[src/rtl/arp_rx_parser_pkg.sv]
// arp_pkg: shared constants, field offsets and the parser state type for arp_rx_parser.
// Latency: n/a. Backpressure: n/a.
// Contents: Ethernet/ARP field constants, byte offsets and byte-select helpers.
package arp_pkg;

  localparam logic [15:0] ETHERTYPE_ARP = 16'h0806;
  localparam logic [15:0] HTYPE_ETH     = 16'h0001;
  localparam logic [15:0] PTYPE_IPV4    = 16'h0800;
  localparam logic [15:0] OPER_REQ      = 16'd1;
  localparam logic [15:0] OPER_REPLY    = 16'd2;
  localparam logic [7:0]  HLEN_ETH      = 8'd6;
  localparam logic [7:0]  PLEN_IPV4     = 8'd4;
  localparam logic [47:0] MAC_BCAST     = 48'hFFFF_FFFF_FFFF;

  localparam int ARP_FRAME_LEN = 42;

  // Byte offsets from the first byte of the Ethernet header.
  localparam logic [5:0] OFF_DST     = 6'd0;
  localparam logic [5:0] OFF_SRC     = 6'd6;
  localparam logic [5:0] OFF_ETYPE   = 6'd12;
  localparam logic [5:0] OFF_HTYPE   = 6'd14;
  localparam logic [5:0] OFF_PTYPE   = 6'd16;
  localparam logic [5:0] OFF_HLEN    = 6'd18;
  localparam logic [5:0] OFF_PLEN    = 6'd19;
  localparam logic [5:0] OFF_OPER_HI = 6'd20;
  localparam logic [5:0] OFF_OPER_LO = 6'd21;
  localparam logic [5:0] OFF_SHA     = 6'd22;
  localparam logic [5:0] OFF_SPA     = 6'd28;
  localparam logic [5:0] OFF_THA     = 6'd32;
  localparam logic [5:0] OFF_TPA     = 6'd38;
  localparam logic [5:0] OFF_LAST    = 6'd41;

  typedef enum logic [1:0] {IDLE, HDR, PAD, DONE} arp_rx_state_t;

  // Expected value of the fixed header bytes 12..20 (byte 21 is checked separately).
  function automatic logic [7:0] fixed_hdr_byte(input logic [5:0] idx);
    case (idx)
      OFF_ETYPE:        return ETHERTYPE_ARP[15:8];
      OFF_ETYPE + 6'd1: return ETHERTYPE_ARP[7:0];
      OFF_HTYPE:        return HTYPE_ETH[15:8];
      OFF_HTYPE + 6'd1: return HTYPE_ETH[7:0];
      OFF_PTYPE:        return PTYPE_IPV4[15:8];
      OFF_PTYPE + 6'd1: return PTYPE_IPV4[7:0];
      OFF_HLEN:         return HLEN_ETH;
      OFF_PLEN:         return PLEN_IPV4;
      default:          return OPER_REQ[15:8];
    endcase
  endfunction

  // Big-endian byte i of a MAC address (i = 0 is the MSB, first on the wire).
  function automatic logic [7:0] mac_byte(input logic [47:0] mac, input logic [2:0] i);
    case (i)
      3'd0:    return mac[47:40];
      3'd1:    return mac[39:32];
      3'd2:    return mac[31:24];
      3'd3:    return mac[23:16];
      3'd4:    return mac[15:8];
      default: return mac[7:0];
    endcase
  endfunction

  // Big-endian byte i of an IPv4 address.
  function automatic logic [7:0] ip_byte(input logic [31:0] ip, input logic [1:0] i);
    case (i)
      2'd0:    return ip[31:24];
      2'd1:    return ip[23:16];
      2'd2:    return ip[15:8];
      default: return ip[7:0];
    endcase
  endfunction

endpackage

[src/rtl/arp_rx_parser_if.sv]
// arp_rx_parser_if: byte-wide AXI-Stream link from the MAC RX path.
// Latency: n/a. Backpressure: tready driven by the sink (slave modport).
// Signals: tdata/tvalid/tlast/tuser from master, tready from slave.
interface arp_rx_parser_if;
  logic [7:0] tdata;
  logic       tvalid;
  logic       tready;
  logic       tlast;
  logic       tuser;

  modport master (output tdata, output tvalid, output tlast, output tuser, input tready);
  modport slave  (input tdata, input tvalid, input tlast, input tuser, output tready);
endinterface

[src/rtl/arp_rx_parser_stats.sv]
// arp_rx_stats: wrapping 16-bit counters of published and dropped ARP frames (ARP_RX_STATS_EN builds only).
// Latency: counters update on the clock edge that sees the increment strobe.
// Backpressure: none. Ports: aclk, aresetn, ok_inc, drop_inc -> stat_rx_ok, stat_rx_drop.
module arp_rx_stats (
  input  logic        aclk,
  input  logic        aresetn,
  input  logic        ok_inc,
  input  logic        drop_inc,
  output logic [15:0] stat_rx_ok,
  output logic [15:0] stat_rx_drop
);

  always_ff @(posedge aclk or negedge aresetn) begin
    if (!aresetn) begin
      stat_rx_ok   <= '0;
      stat_rx_drop <= '0;
    end else begin
      if (ok_inc)   stat_rx_ok   <= stat_rx_ok + 16'd1;
      if (drop_inc) stat_rx_drop <= stat_rx_drop + 16'd1;
    end
  end

endmodule

[src/rtl/arp_rx_parser.sv]
// arp_rx_parser: parses Ethernet II + ARP frames from the MAC RX stream and publishes SHA/SPA to arp_cache.
// Latency: arp_mac_s_addr_valid pulses 1 cycle after the tlast beat. Backpressure: none, tready=1 after reset.
// Ports: aclk, aresetn, mac/ip config, s_axis (slave), arp_* / eth_mac_s_addr outputs;
// macro ARP_RX_STATS_EN adds stat_rx_ok / stat_rx_drop.
module arp_rx_parser
  import arp_pkg::*;
#(
  parameter bit ACCEPT_BCAST = 1'b1,
  parameter bit CHECK_TPA    = 1'b0
) (
  input  logic                  aclk,
  input  logic                  aresetn,
  input  logic [47:0]           mac_config_addr_in,
  input  logic [31:0]           ip_config_addr_in,
  arp_rx_parser_if.slave        s_axis,
  output logic [47:0]           arp_mac_s_addr,
  output logic [31:0]           arp_ip_s_addr,
  output logic                  arp_mac_s_addr_valid,
  output logic                  arp_oper_req,
  output logic                  arp_tpa_match,
`ifdef ARP_RX_STATS_EN
  output logic [15:0]           stat_rx_ok,
  output logic [15:0]           stat_rx_drop,
`endif
  output logic [47:0]           eth_mac_s_addr
);

  arp_rx_state_t state;
  logic [5:0]    cnt;
  logic          tready_r;

  // Sticky per-frame check flags; dst has two so own-MAC and broadcast match independently.
  logic own_ok, bc_ok, hdr_ok, tpa_ok;
  logic own_n, bc_n, hdr_n, tpa_n;

  // Shadow captures; only copied to the outputs when the frame publishes.
  logic [47:0] src_sh, sha_sh;
  logic [31:0] spa_sh;
  logic        oper_sh;

  logic        beat, first, pub_ok, frame_end, runt_end;
  logic [5:0]  idx;
  logic [7:0]  byte_in;

  assign s_axis.tready = tready_r;
  assign beat    = s_axis.tvalid & tready_r;
  assign byte_in = s_axis.tdata;
  // In IDLE and DONE the incoming beat is byte 0 of a new frame.
  assign first   = (state == IDLE) || (state == DONE);
  assign idx     = first ? OFF_DST : cnt;

  always_comb begin
    own_n = first ? 1'b1 : own_ok;
    bc_n  = first ? 1'b1 : bc_ok;
    hdr_n = first ? 1'b1 : hdr_ok;
    tpa_n = first ? 1'b1 : tpa_ok;
    if (beat) begin
      if (idx < OFF_SRC) begin
        own_n = own_n & (byte_in == mac_byte(mac_config_addr_in, idx[2:0]));
        bc_n  = bc_n  & (byte_in == MAC_BCAST[7:0]);
      end
      if (idx >= OFF_ETYPE && idx <= OFF_OPER_HI)
        hdr_n = hdr_n & (byte_in == fixed_hdr_byte(idx));
      if (idx == OFF_OPER_LO)
        hdr_n = hdr_n & ((byte_in == OPER_REQ[7:0]) || (byte_in == OPER_REPLY[7:0]));
      if (idx >= OFF_TPA && idx <= OFF_LAST)
        tpa_n = tpa_n & (byte_in == ip_byte(ip_config_addr_in, 2'(idx - OFF_TPA)));
    end
  end

  // Flags above already include the current (tlast) byte, so the decision is ready on the tlast edge.
  assign pub_ok    = hdr_n & (own_n | (ACCEPT_BCAST & bc_n)) & ~s_axis.tuser & (~CHECK_TPA | tpa_n);
  assign frame_end = beat & s_axis.tlast & (((state == HDR) && (idx == OFF_LAST)) || (state == PAD));
  assign runt_end  = beat & s_axis.tlast & (first || ((state == HDR) && (idx != OFF_LAST)));

  always_ff @(posedge aclk or negedge aresetn) begin
    if (!aresetn) begin
      state                <= IDLE;
      cnt                  <= '0;
      tready_r             <= 1'b0;
      own_ok               <= 1'b0;
      bc_ok                <= 1'b0;
      hdr_ok               <= 1'b0;
      tpa_ok               <= 1'b0;
      src_sh               <= '0;
      sha_sh               <= '0;
      spa_sh               <= '0;
      oper_sh              <= 1'b0;
      arp_mac_s_addr       <= '0;
      arp_ip_s_addr        <= '0;
      arp_mac_s_addr_valid <= 1'b0;
      arp_oper_req         <= 1'b0;
      arp_tpa_match        <= 1'b0;
      eth_mac_s_addr       <= '0;
    end else begin
      tready_r             <= 1'b1;
      arp_mac_s_addr_valid <= 1'b0;

      if (beat) begin
        own_ok <= own_n;
        bc_ok  <= bc_n;
        hdr_ok <= hdr_n;
        tpa_ok <= tpa_n;
        cnt    <= (idx >= OFF_LAST) ? 6'(ARP_FRAME_LEN) : idx + 6'd1;
        if (idx >= OFF_SRC && idx < OFF_ETYPE) src_sh <= {src_sh[39:0], byte_in};
        if (idx >= OFF_SHA && idx < OFF_SPA)   sha_sh <= {sha_sh[39:0], byte_in};
        if (idx >= OFF_SPA && idx < OFF_THA)   spa_sh <= {spa_sh[23:0], byte_in};
        if (idx == OFF_OPER_LO)                oper_sh <= (byte_in == OPER_REQ[7:0]);
      end

      case (state)
        IDLE, DONE: state <= (beat && !s_axis.tlast) ? HDR : IDLE;
        HDR: begin
          if (beat) begin
            if (idx == OFF_LAST)   state <= s_axis.tlast ? DONE : PAD;
            else if (s_axis.tlast) state <= IDLE;
          end
        end
        PAD:     if (beat && s_axis.tlast) state <= DONE;
        default: state <= IDLE;
      endcase

      if (frame_end && pub_ok) begin
        arp_mac_s_addr_valid <= 1'b1;
        arp_mac_s_addr       <= sha_sh;
        arp_ip_s_addr        <= spa_sh;
        arp_oper_req         <= oper_sh;
        arp_tpa_match        <= tpa_n;
        eth_mac_s_addr       <= src_sh;
      end
    end
  end

`ifdef ARP_RX_STATS_EN
  logic ok_inc, drop_inc;
  assign ok_inc   = frame_end & pub_ok;
  assign drop_inc = (frame_end & ~pub_ok) | runt_end;

  arp_rx_stats u_stats (
    .aclk         (aclk),
    .aresetn      (aresetn),
    .ok_inc       (ok_inc),
    .drop_inc     (drop_inc),
    .stat_rx_ok   (stat_rx_ok),
    .stat_rx_drop (stat_rx_drop)
  );
`endif

endmodule

[src/flat_wrapper.sv]
// flat-port wrapper written by rule: the top's interface ports become plain ports
module arp_rx_parser_flat import arp_pkg::*;
#(
  parameter bit ACCEPT_BCAST = 1'b1,
  parameter bit CHECK_TPA    = 1'b0
)
  (aclk, aresetn, mac_config_addr_in, ip_config_addr_in, arp_mac_s_addr, arp_ip_s_addr, arp_mac_s_addr_valid, arp_oper_req, arp_tpa_match, eth_mac_s_addr, s_axis_tdata, s_axis_tvalid, s_axis_tlast, s_axis_tuser, s_axis_tready);
  arp_rx_parser_if s_axis_i ();
  input  logic aclk;
  input  logic aresetn;
  input  logic [47:0] mac_config_addr_in;
  input  logic [31:0] ip_config_addr_in;
  output logic [47:0] arp_mac_s_addr;
  output logic [31:0] arp_ip_s_addr;
  output logic arp_mac_s_addr_valid;
  output logic arp_oper_req;
  output logic arp_tpa_match;
  output logic [47:0] eth_mac_s_addr;
  input wire logic [$bits(s_axis_i.tdata)-1:0] s_axis_tdata;
  input wire logic [$bits(s_axis_i.tvalid)-1:0] s_axis_tvalid;
  input wire logic [$bits(s_axis_i.tlast)-1:0] s_axis_tlast;
  input wire logic [$bits(s_axis_i.tuser)-1:0] s_axis_tuser;
  output wire logic [$bits(s_axis_i.tready)-1:0] s_axis_tready;
  assign s_axis_i.tdata = s_axis_tdata;
  assign s_axis_i.tvalid = s_axis_tvalid;
  assign s_axis_i.tlast = s_axis_tlast;
  assign s_axis_i.tuser = s_axis_tuser;
  assign s_axis_tready = s_axis_i.tready;
  arp_rx_parser #(.ACCEPT_BCAST(ACCEPT_BCAST), .CHECK_TPA(CHECK_TPA)) u_core (.aclk(aclk), .aresetn(aresetn), .mac_config_addr_in(mac_config_addr_in), .ip_config_addr_in(ip_config_addr_in), .s_axis(s_axis_i), .arp_mac_s_addr(arp_mac_s_addr), .arp_ip_s_addr(arp_ip_s_addr), .arp_mac_s_addr_valid(arp_mac_s_addr_valid), .arp_oper_req(arp_oper_req), .arp_tpa_match(arp_tpa_match), .eth_mac_s_addr(eth_mac_s_addr));
endmodule
[config.mk]
export PLATFORM = sky130hd
export DESIGN_NAME = arp_rx_parser_flat
export DESIGN_NICKNAME = d
export VERILOG_FILES = /design/src/rtl/arp_rx_parser_pkg.sv /design/src/rtl/arp_rx_parser_if.sv /design/src/rtl/arp_rx_parser_stats.sv /design/src/rtl/arp_rx_parser.sv /design/src/flat_wrapper.sv
export SDC_FILE = /design/constraint.sdc
export NUM_CORES = 1
export LEC_CHECK = 0
export ABC_AREA = 1
export CAP_MARGIN = 0
export CELL_PAD_IN_SITES_DETAIL_PLACEMENT = 0
export CELL_PAD_IN_SITES_GLOBAL_PLACEMENT = 1
export CORE_MARGIN = 2
export CORE_UTILIZATION = 42
export DETAILED_ROUTE_END_ITERATION = 16
export PLACE_DENSITY_LB_ADDON = 0.1
export SETUP_SLACK_MARGIN = 0.15
export SLEW_MARGIN = 20
export SYNTH_ARGS = -nofsm -noshare
export SYNTH_HDL_FRONTEND = slang
export SYNTH_SLANG_ARGS = --single-unit
[constraint.sdc]
create_clock -name aclk -period 5.9 [get_ports aclk]
set_clock_uncertainty 0.1 [all_clocks]
set_input_delay 1.18 -clock aclk [delete_from_list [all_inputs] [get_ports aclk]]
set_output_delay 1.18 -clock aclk [all_outputs]
set_load 0.03 [all_outputs]
=== After elaboration in Yosys (flattened, before gate mapping) ===
Memory sizes are Yosys's and may differ from the RTL's.
Index checks and enable logic that the tools add are counted.

* Memories: 1
* Output and inout port bits: 132
* Logic and storage cells: 119
* Bits in registers: 273
* Bits in read-only memories: 128

{| class="wikitable"
|+ Memories
! memory !! depth !! width !! read ports !! clocked after memory_dff !! wr ports !! line !! text
|-
| (no name shown) || 32 || 4 || 1 || 0 || 0 || arp_rx_parser_pkg.sv:37 || <nowiki>case (idx)</nowiki>
|}

* Multiplexer cells: 33
* Add/sub/neg operators: 2
* $lt $le $gt $ge: 12
* Bitwise gates (word level): 12
* Reductions and logical operators: 22
* Equality and inequality tests: 20

{| class="wikitable"
|+ Operators by type and width
! kind !! count
|-
| 8-bit 2-to-1 mux || 7
|-
| 8-bit case mux with 5 select lines || 1
|-
| 8-bit equality test || 3
|-
| 8-bit case mux with 3 select lines || 1
|-
| 1-bit 2-to-1 mux || 17
|-
| 6-bit by 5-bit >= comparator with 1-bit output, second input constant || 2
|-
| 6-bit >= comparator, second input constant || 2
|-
| 6-bit 2-to-1 mux || 2
|-
| 1-bit bitwise AND || 10
|-
| 1-bit logical AND || 9
|-
| 8-bit by 1-bit equality test with 1-bit output, second input constant || 1
|-
| 8-bit by 2-bit equality test with 1-bit output, second input constant || 1
|-
| 8-bit equality test, second input constant || 1
|-
| 2-bit 2-to-1 mux || 4
|-
| 2-bit AND reduction || 4
|-
| 6-bit by 1-bit adder with 6-bit output, second input constant || 1
|-
| 2-bit equality test, second input constant || 3
|-
| 3-bit by 2-bit equality test with 1-bit output, second input constant || 2
|-
| 6-bit by 5-bit equality test with 1-bit output, second input constant || 1
|-
| 6-bit equality test, second input constant || 1
|-
| 6-bit by 3-bit >= comparator with 1-bit output, second input constant || 1
|-
| 6-bit by 4-bit >= comparator with 1-bit output, second input constant || 1
|-
| 6-bit by 5-bit <= comparator with 1-bit output, second input constant || 1
|-
| 6-bit <= comparator, second input constant || 1
|-
| other kinds (20) || 24
|}

=== Depth between registers and ports, before layout ===
* Word-level depth: 18
* Gate-level depth with buffers: 28
* Mapped depth without buffers: 23

=== Least setup slack after synthesis ===
Ideal clock, no wire load.

* Kind: reg-to-reg
* Start: reg u_core.state[0]
* End: reg u_core.arp_ip_s_addr[31]
* Data arrival time: 3.114 ns
* Setup time: 0.118 ns
* Setup slack: 2.568 ns
* Cell stages (with the launch flop): 27
* Buffers on the path: 5
* Data required time: 5.682 ns
* Path through: dfrtp_1 -> inv_1 -> ha_1 -> buf_6 -> inv_2 -> nand2_2 -> nor2_1 -> clkbuf_1 -> ha_1 -> buf_1 -> inv_1 -> nand4_1 -> nand3_1 -> nand2_1 -> nand2_1 -> inv_1 -> nand2_1 -> nor2_1 -> nand2_1 -> nand2_1 -> nand2_1 -> nand2_2 -> nand2_2 -> buf_6 -> buf_6 -> nand2_1 -> nand2_1

* Longest elaborated chain between the ends: 17

{| class="wikitable"
|+ Ends and longest elaborated chain
! item !! line !! text
|-
| from (decl) || arp_rx_parser.sv:28 || <nowiki>arp_rx_state_t state;</nowiki>
|-
| from (signal assigned) || arp_rx_parser.sv:112 || <nowiki>IDLE, DONE: state <= (beat && !s_axis.tlast) ? HDR : IDLE;</nowiki>
|-
| from (signal assigned) || arp_rx_parser.sv:115 || <nowiki>if (idx == OFF_LAST) state <= s_axis.tlast ? DONE : PAD;</nowiki>
|-
| 2-bit equality test / 2-bit logical NOT (equally long branches) || arp_rx_parser.sv:49 || <nowiki>assign first = (state == IDLE) || (state == DONE);</nowiki>
|-
| 1-bit logical OR || arp_rx_parser.sv:49 ||
|-
| 6-bit 2-to-1 mux || arp_rx_parser.sv:50 || <nowiki>assign idx = first ? OFF_DST : cnt;</nowiki>
|-
| memory 32 x 4 bit || - ||
|-
| 8-bit 2-to-1 mux || arp_rx_parser_pkg.sv:37 ||
|-
| 8-bit 2-to-1 mux || arp_rx_parser.sv:62 || <nowiki>if (idx >= OFF_ETYPE && idx <= OFF_OPER_HI)</nowiki>
|-
| 8-bit 2-to-1 mux || arp_rx_parser.sv:57 || <nowiki>if (beat) begin</nowiki>
|-
| 8-bit equality test || arp_rx_parser.sv:63 || <nowiki>hdr_n = hdr_n & (byte_in == fixed_hdr_byte(idx));</nowiki>
|-
| 1-bit bitwise AND || arp_rx_parser.sv:63 ||
|-
| 1-bit 2-to-1 mux || arp_rx_parser.sv:62 ||
|-
| 1-bit 2-to-1 mux || arp_rx_parser.sv:57 ||
|-
| 1-bit bitwise AND || arp_rx_parser.sv:65 || <nowiki>hdr_n = hdr_n & ((byte_in == OPER_REQ[7:0]) || (byte_in == OPER_REPLY[7:0]));</nowiki>
|-
| 1-bit 2-to-1 mux || arp_rx_parser.sv:64 || <nowiki>if (idx == OFF_OPER_LO)</nowiki>
|-
| 1-bit 2-to-1 mux || arp_rx_parser.sv:57 ||
|-
| 1-bit bitwise AND (2 in a row) || arp_rx_parser.sv:72 || <nowiki>assign pub_ok = hdr_n & (own_n | (ACCEPT_BCAST & bc_n)) & ~s_axis.tuser & (~CHECK_TPA | tpa_n);</nowiki>
|-
| 1-bit logical AND (*) || arp_rx_parser.sv:123 || <nowiki>if (frame_end && pub_ok) begin</nowiki>
|-
| to (signal assigned) || arp_rx_parser.sv:126 || <nowiki>arp_ip_s_addr <= spa_sh;</nowiki>
|-
| to (decl) || arp_rx_parser.sv:17 || <nowiki>output logic [31:0] arp_ip_s_addr,</nowiki>
|}

Every way passes the cells marked *; elsewhere a longest branch is shown, timed or not. The select of a mux whose other input is x is not followed.
A chain may end at the register's enable or synchronous reset.

=== Final worst setup path ===
* Start: reg u_core.state[0]
* End: reg u_core.eth_mac_s_addr[45]

* Longest elaborated chain between the ends: 17

{| class="wikitable"
|+ Ends and longest elaborated chain
! item !! line !! text
|-
| 2-bit equality test / 2-bit logical NOT (equally long branches) || arp_rx_parser.sv:49 ||
|-
| 1-bit logical OR || arp_rx_parser.sv:49 ||
|-
| 6-bit 2-to-1 mux || arp_rx_parser.sv:50 ||
|-
| memory 32 x 4 bit || - ||
|-
| 8-bit 2-to-1 mux || arp_rx_parser_pkg.sv:37 ||
|-
| 8-bit 2-to-1 mux || arp_rx_parser.sv:62 ||
|-
| 8-bit 2-to-1 mux || arp_rx_parser.sv:57 ||
|-
| 8-bit equality test || arp_rx_parser.sv:63 ||
|-
| 1-bit bitwise AND || arp_rx_parser.sv:63 ||
|-
| 1-bit 2-to-1 mux || arp_rx_parser.sv:62 ||
|-
| 1-bit 2-to-1 mux || arp_rx_parser.sv:57 ||
|-
| 1-bit bitwise AND || arp_rx_parser.sv:65 ||
|-
| 1-bit 2-to-1 mux || arp_rx_parser.sv:64 ||
|-
| 1-bit 2-to-1 mux || arp_rx_parser.sv:57 ||
|-
| 1-bit bitwise AND (2 in a row) || arp_rx_parser.sv:72 ||
|-
| 1-bit logical AND (*) || arp_rx_parser.sv:123 ||
|-
| to (signal assigned) || arp_rx_parser.sv:129 || <nowiki>eth_mac_s_addr <= src_sh;</nowiki>
|-
| to (decl) || arp_rx_parser.sv:25 || <nowiki>output logic [47:0] eth_mac_s_addr</nowiki>
|}

Marks and branches as above.

==> results.json <==
{
  "p_int_mw": 4.348,
  "power_density_nw_per_um2": 463.8,
  "finalMaxSlewViolations": 0,
  "endpoint_kind": "register",
  "root_buffer": "clkbuf_16",
  "ys_seq_elements": 273,
  "r2r_slack_ns": 1.57,
  "firstDrtPassIters": 5,
  "final_core_util_pct": 54.79,
  "grt_pass1_vias": 9159,
  "grt_max_degree": 131,
  "syn-num-nets": 1467,
  "ys.flop_type": "dfrtp_1",
  "required_ns": 6.28,
  "yosysTopAreaCellShare_pct": 57.35,
  "cts_tree": "done",
  "yosysTopAreaCell": "dfrtp_1",
  "die_h_um": 172.4,
  "post_drt_wl_per_cell_um": 16.02,
  "numCtsBuffers": 29,
  "cts.repair.resized": 0,
  "grt_util_all_layers_pct": 21.33,
  "hold_buffers": 0,
  "criticalPathCategory": "register to register",
  "io_pins": 225,
  "irDropWorstVdd_uv": 264.8,
  "rsz0062_at_grt": "false",
  "clock_power_share_pct": 25.5,
  "grt_antenna_before_repair": 0,
  "hold_class": "register to register",
  "synth_edf_count": 0,
  "total_power_mw": 7.079,
  "status": "completed",
  "port_buffers": 224,
  "clk_pin_slew_worst_paths_ns": 0.07,
  "nFillCells": 2627,
  "vias_per_cell": 4.948,
  "layout_setup_ws_ns": 1.571,
  "die_x_um": 172.4,
  "vias": 9689,
  "place.detailed.hpwl_um": 20230,
  "cp-start-kind": "register",
  "leakage_nw": 7.695,
  "routed_wl_um": 31370,
  "pre_cts_ws_ns": 1.543,
  "num_antenna_cells": 0,
  "drive_gt1_share_pct": 6.203,
  "netlist_instances": 1371,
  "rows": 61,
  "cp.arrival_ns": 4.71,
  "clkLatencyLatePin_ns": 0.55,
  "cp_max_fo": 92,
  "p_seq_share_pct": 38.4,
  "combPwrFrac_pct": 36.1,
  "cts.htree.levels": 1,
  "ant_nets": 0,
  "netlist_top_cells_count": "443 x nand2_1, 273 x dfrtp_1, 181 x nand3_1, 87 x nor2_1, 86 x inv_1",
  "grt_pass1_wl_um": 50320,
  "post-route-period-util_pct": 73.38,
  "setup_viol_count_final": 0,
  "synth.distinct_cells": 38,
  "switching_share_pct": 38.58,
  "slew_headroom_pct": 34.22,
  "grt_overflow": 0,
  "yosysSeqAreaShare_pct": 57.35,
  "yosysMostFrequentCell": "nand2_1",
  "fmax_mhz": 231.0,
  "drc": 0,
  "initial_core_util_pct": 42.76,
  "async_flop_share_pct": 100.0,
  "hold_violations": 0,
  "tns_ns": 0,
  "cap_violations": 0,
  "ys_top_cells_by_area": "dfrtp_1 57%, nand2_1 14%, nand3_1 7.6%",
  "fp.coreArea_um2": 27860,
  "min_period_ns": 4.329,
  "dieArea_um2": 29720,
  "drt_iter0_drc": 744,
  "cts_buffer_depth": 3,
  "cts_sinks": 273,
  "tightest_slew_ns": 0.9867,
  "fin_nets": 1653,
  "synth_warnings": 0,
  "syn_to_final_growth_pct": 28.14,
  "synthesis.area_um2": 11910,
  "syn_avg_cell_area_um2": 8.688,
  "p_switching_mw": 2.731,
  "gp_congestion": 0.8609,
  "post_cts_buffers": 0
}
==> layout make-up <==
cell class | count | area (µm²) | share of cell area, %
well taps | 378 | 473.0 | 3.099
repair buffers | 232 | 2345 | 15.36
clock inverters | 16 | 148.9 | 0.9755
multi-input cells | 932 | 4332 | 28.38
clock buffers | 38 | 799.5 | 5.238
flip-flops and latches | 273 | 6832 | 44.76
inverters | 89 | 334.1 | 2.189
==> critical path: stages (launching register included) <==
cell     delay (ns)
dfrtp_1        0.36
inv_1          0.07
ha_1           0.49
inv_2          0.18
nand2_1        0.39
ha_1           0.47
inv_1          0.23
nand4_1        0.17
nand3_1        0.08
nand2_1        0.07
nand2_1        0.05
nand2_1        0.07
nor2_1         0.04
nand2_1        0.09
nand2_1        0.08
nand2_1        0.12
nand2_4        0.09
nand2_4        0.07
buf_4          0.70
nand2_1        0.13
nand2_1        0.10
==> power by group through the flow <==
stage | Combinational, mW | Sequential, mW | Clock (mW)
final | 2.55 | 2.72 | 1.80
after global routing | 2.84 | 2.79 | 1.93
after CTS | 2.58 | 2.72 | 1.85
after detailed placement | 2.57 | 2.75 | 0
after global placement | 2.55 | 2.74 | 0
after floorplan | 1.23 | 3.10 | 0
==> cells in the final DEF, fill, tap and decap left out, types with 2 or more instances in the layout <==
master / synthesis / final
inv_1: 86 / 86
ha_1: 3 / 3
nand3_1: 181 / 180
bufinv_16: 0 / 2
nand4_1: 24 / 24
clkdlybuf4s50_1: 0 / 223
a21oi_1: 56 / 56
o211ai_1: 2 / 2
mux2_2: 24 / 24
nor4_1: 2 / 2
nor2_1: 87 / 87
nor3_1: 3 / 3
xor2_1: 8 / 8
a22oi_1: 3 / 3
buf_4: 8 / 5
nor2_2: 3 / 2
clkinv_2: 0 / 12
dfrtp_1: 273 / 273
nand2_4: 0 / 2
clkbuf_16: 0 / 29
nor2_4: 1 / 2
buf_12: 0 / 3
nand2_2: 4 / 3
nand2_1: 443 / 442
clkbuf_8: 0 / 4
clkbuf_1: 27 / 5
inv_2: 3 / 3
o21ai_0: 74 / 73
==> cells by family after synthesis <==
kind of cell	count (synthesis)	synth area share, %
fa+ha+maj	3	0.3152
compound gates	145	6.450
xor+xnor	8	0.5883
flops	273	57.35
simple gates	751	26.46
mux	24	2.269
other cells	1	0.03148
buf+inv	166	6.534
==> per-stage QoR <==
step	area (µm²)	hold slack (ns)	cells
CTS	15260	0.3733	1958
floorplan	11910	0.3537	1371
finish	15260	0.3659	1958
global route	15260	0.3842	1958
global placement	14320	0.3543	1904
detailed placement	14320	0.3582	1904
==> sequential cells by signal (all words and copies together), names as in the netlist, 2 cells and up <==
name and flops:
u_core.arp_ip_s_addr 32, u_core.arp_mac_s_addr 48, u_core.cnt 6, u_core.eth_mac_s_addr 48, u_core.sha_sh 48, u_core.spa_sh 32
u_core.src_sh 48, u_core.state 2
==> layer usage <==
layer  track usage, %  share of wire, %  routed length, µm
met5                0                 0                  0
met4            4.275               1.6                492
met3            3.067               4.4               1384
met2            33.90                47              14610
met1            31.24                47              14880
==> worst paths after layout <==
| check | startpoint | to | cells after the start |
|---|---|---|---|
| max | u_core.state[0]$_DFFE_PN0P_ | u_core.eth_mac_s_addr[45]$_DFFE_PN0P_ | 20 |
| min | u_core.arp_mac_s_addr[24]$_DFFE_PN0P_ | u_core.arp_mac_s_addr[24]$_DFFE_PN0P_ | 2 |
| max reg2reg | u_core.state[0]$_DFFE_PN0P_ | u_core.eth_mac_s_addr[45]$_DFFE_PN0P_ | 20 |
| min reg2reg | u_core.arp_mac_s_addr[24]$_DFFE_PN0P_ | u_core.arp_mac_s_addr[24]$_DFFE_PN0P_ | 2 |
| max in group asynchronous | aresetn | u_core.sha_sh[28]$_DFFE_PN0P_ | 2 |
| min in group asynchronous | aresetn | u_core.src_sh[32]$_DFFE_PN0P_ | 1 |
No activity file was read; power rests on OpenSTA's default activity.
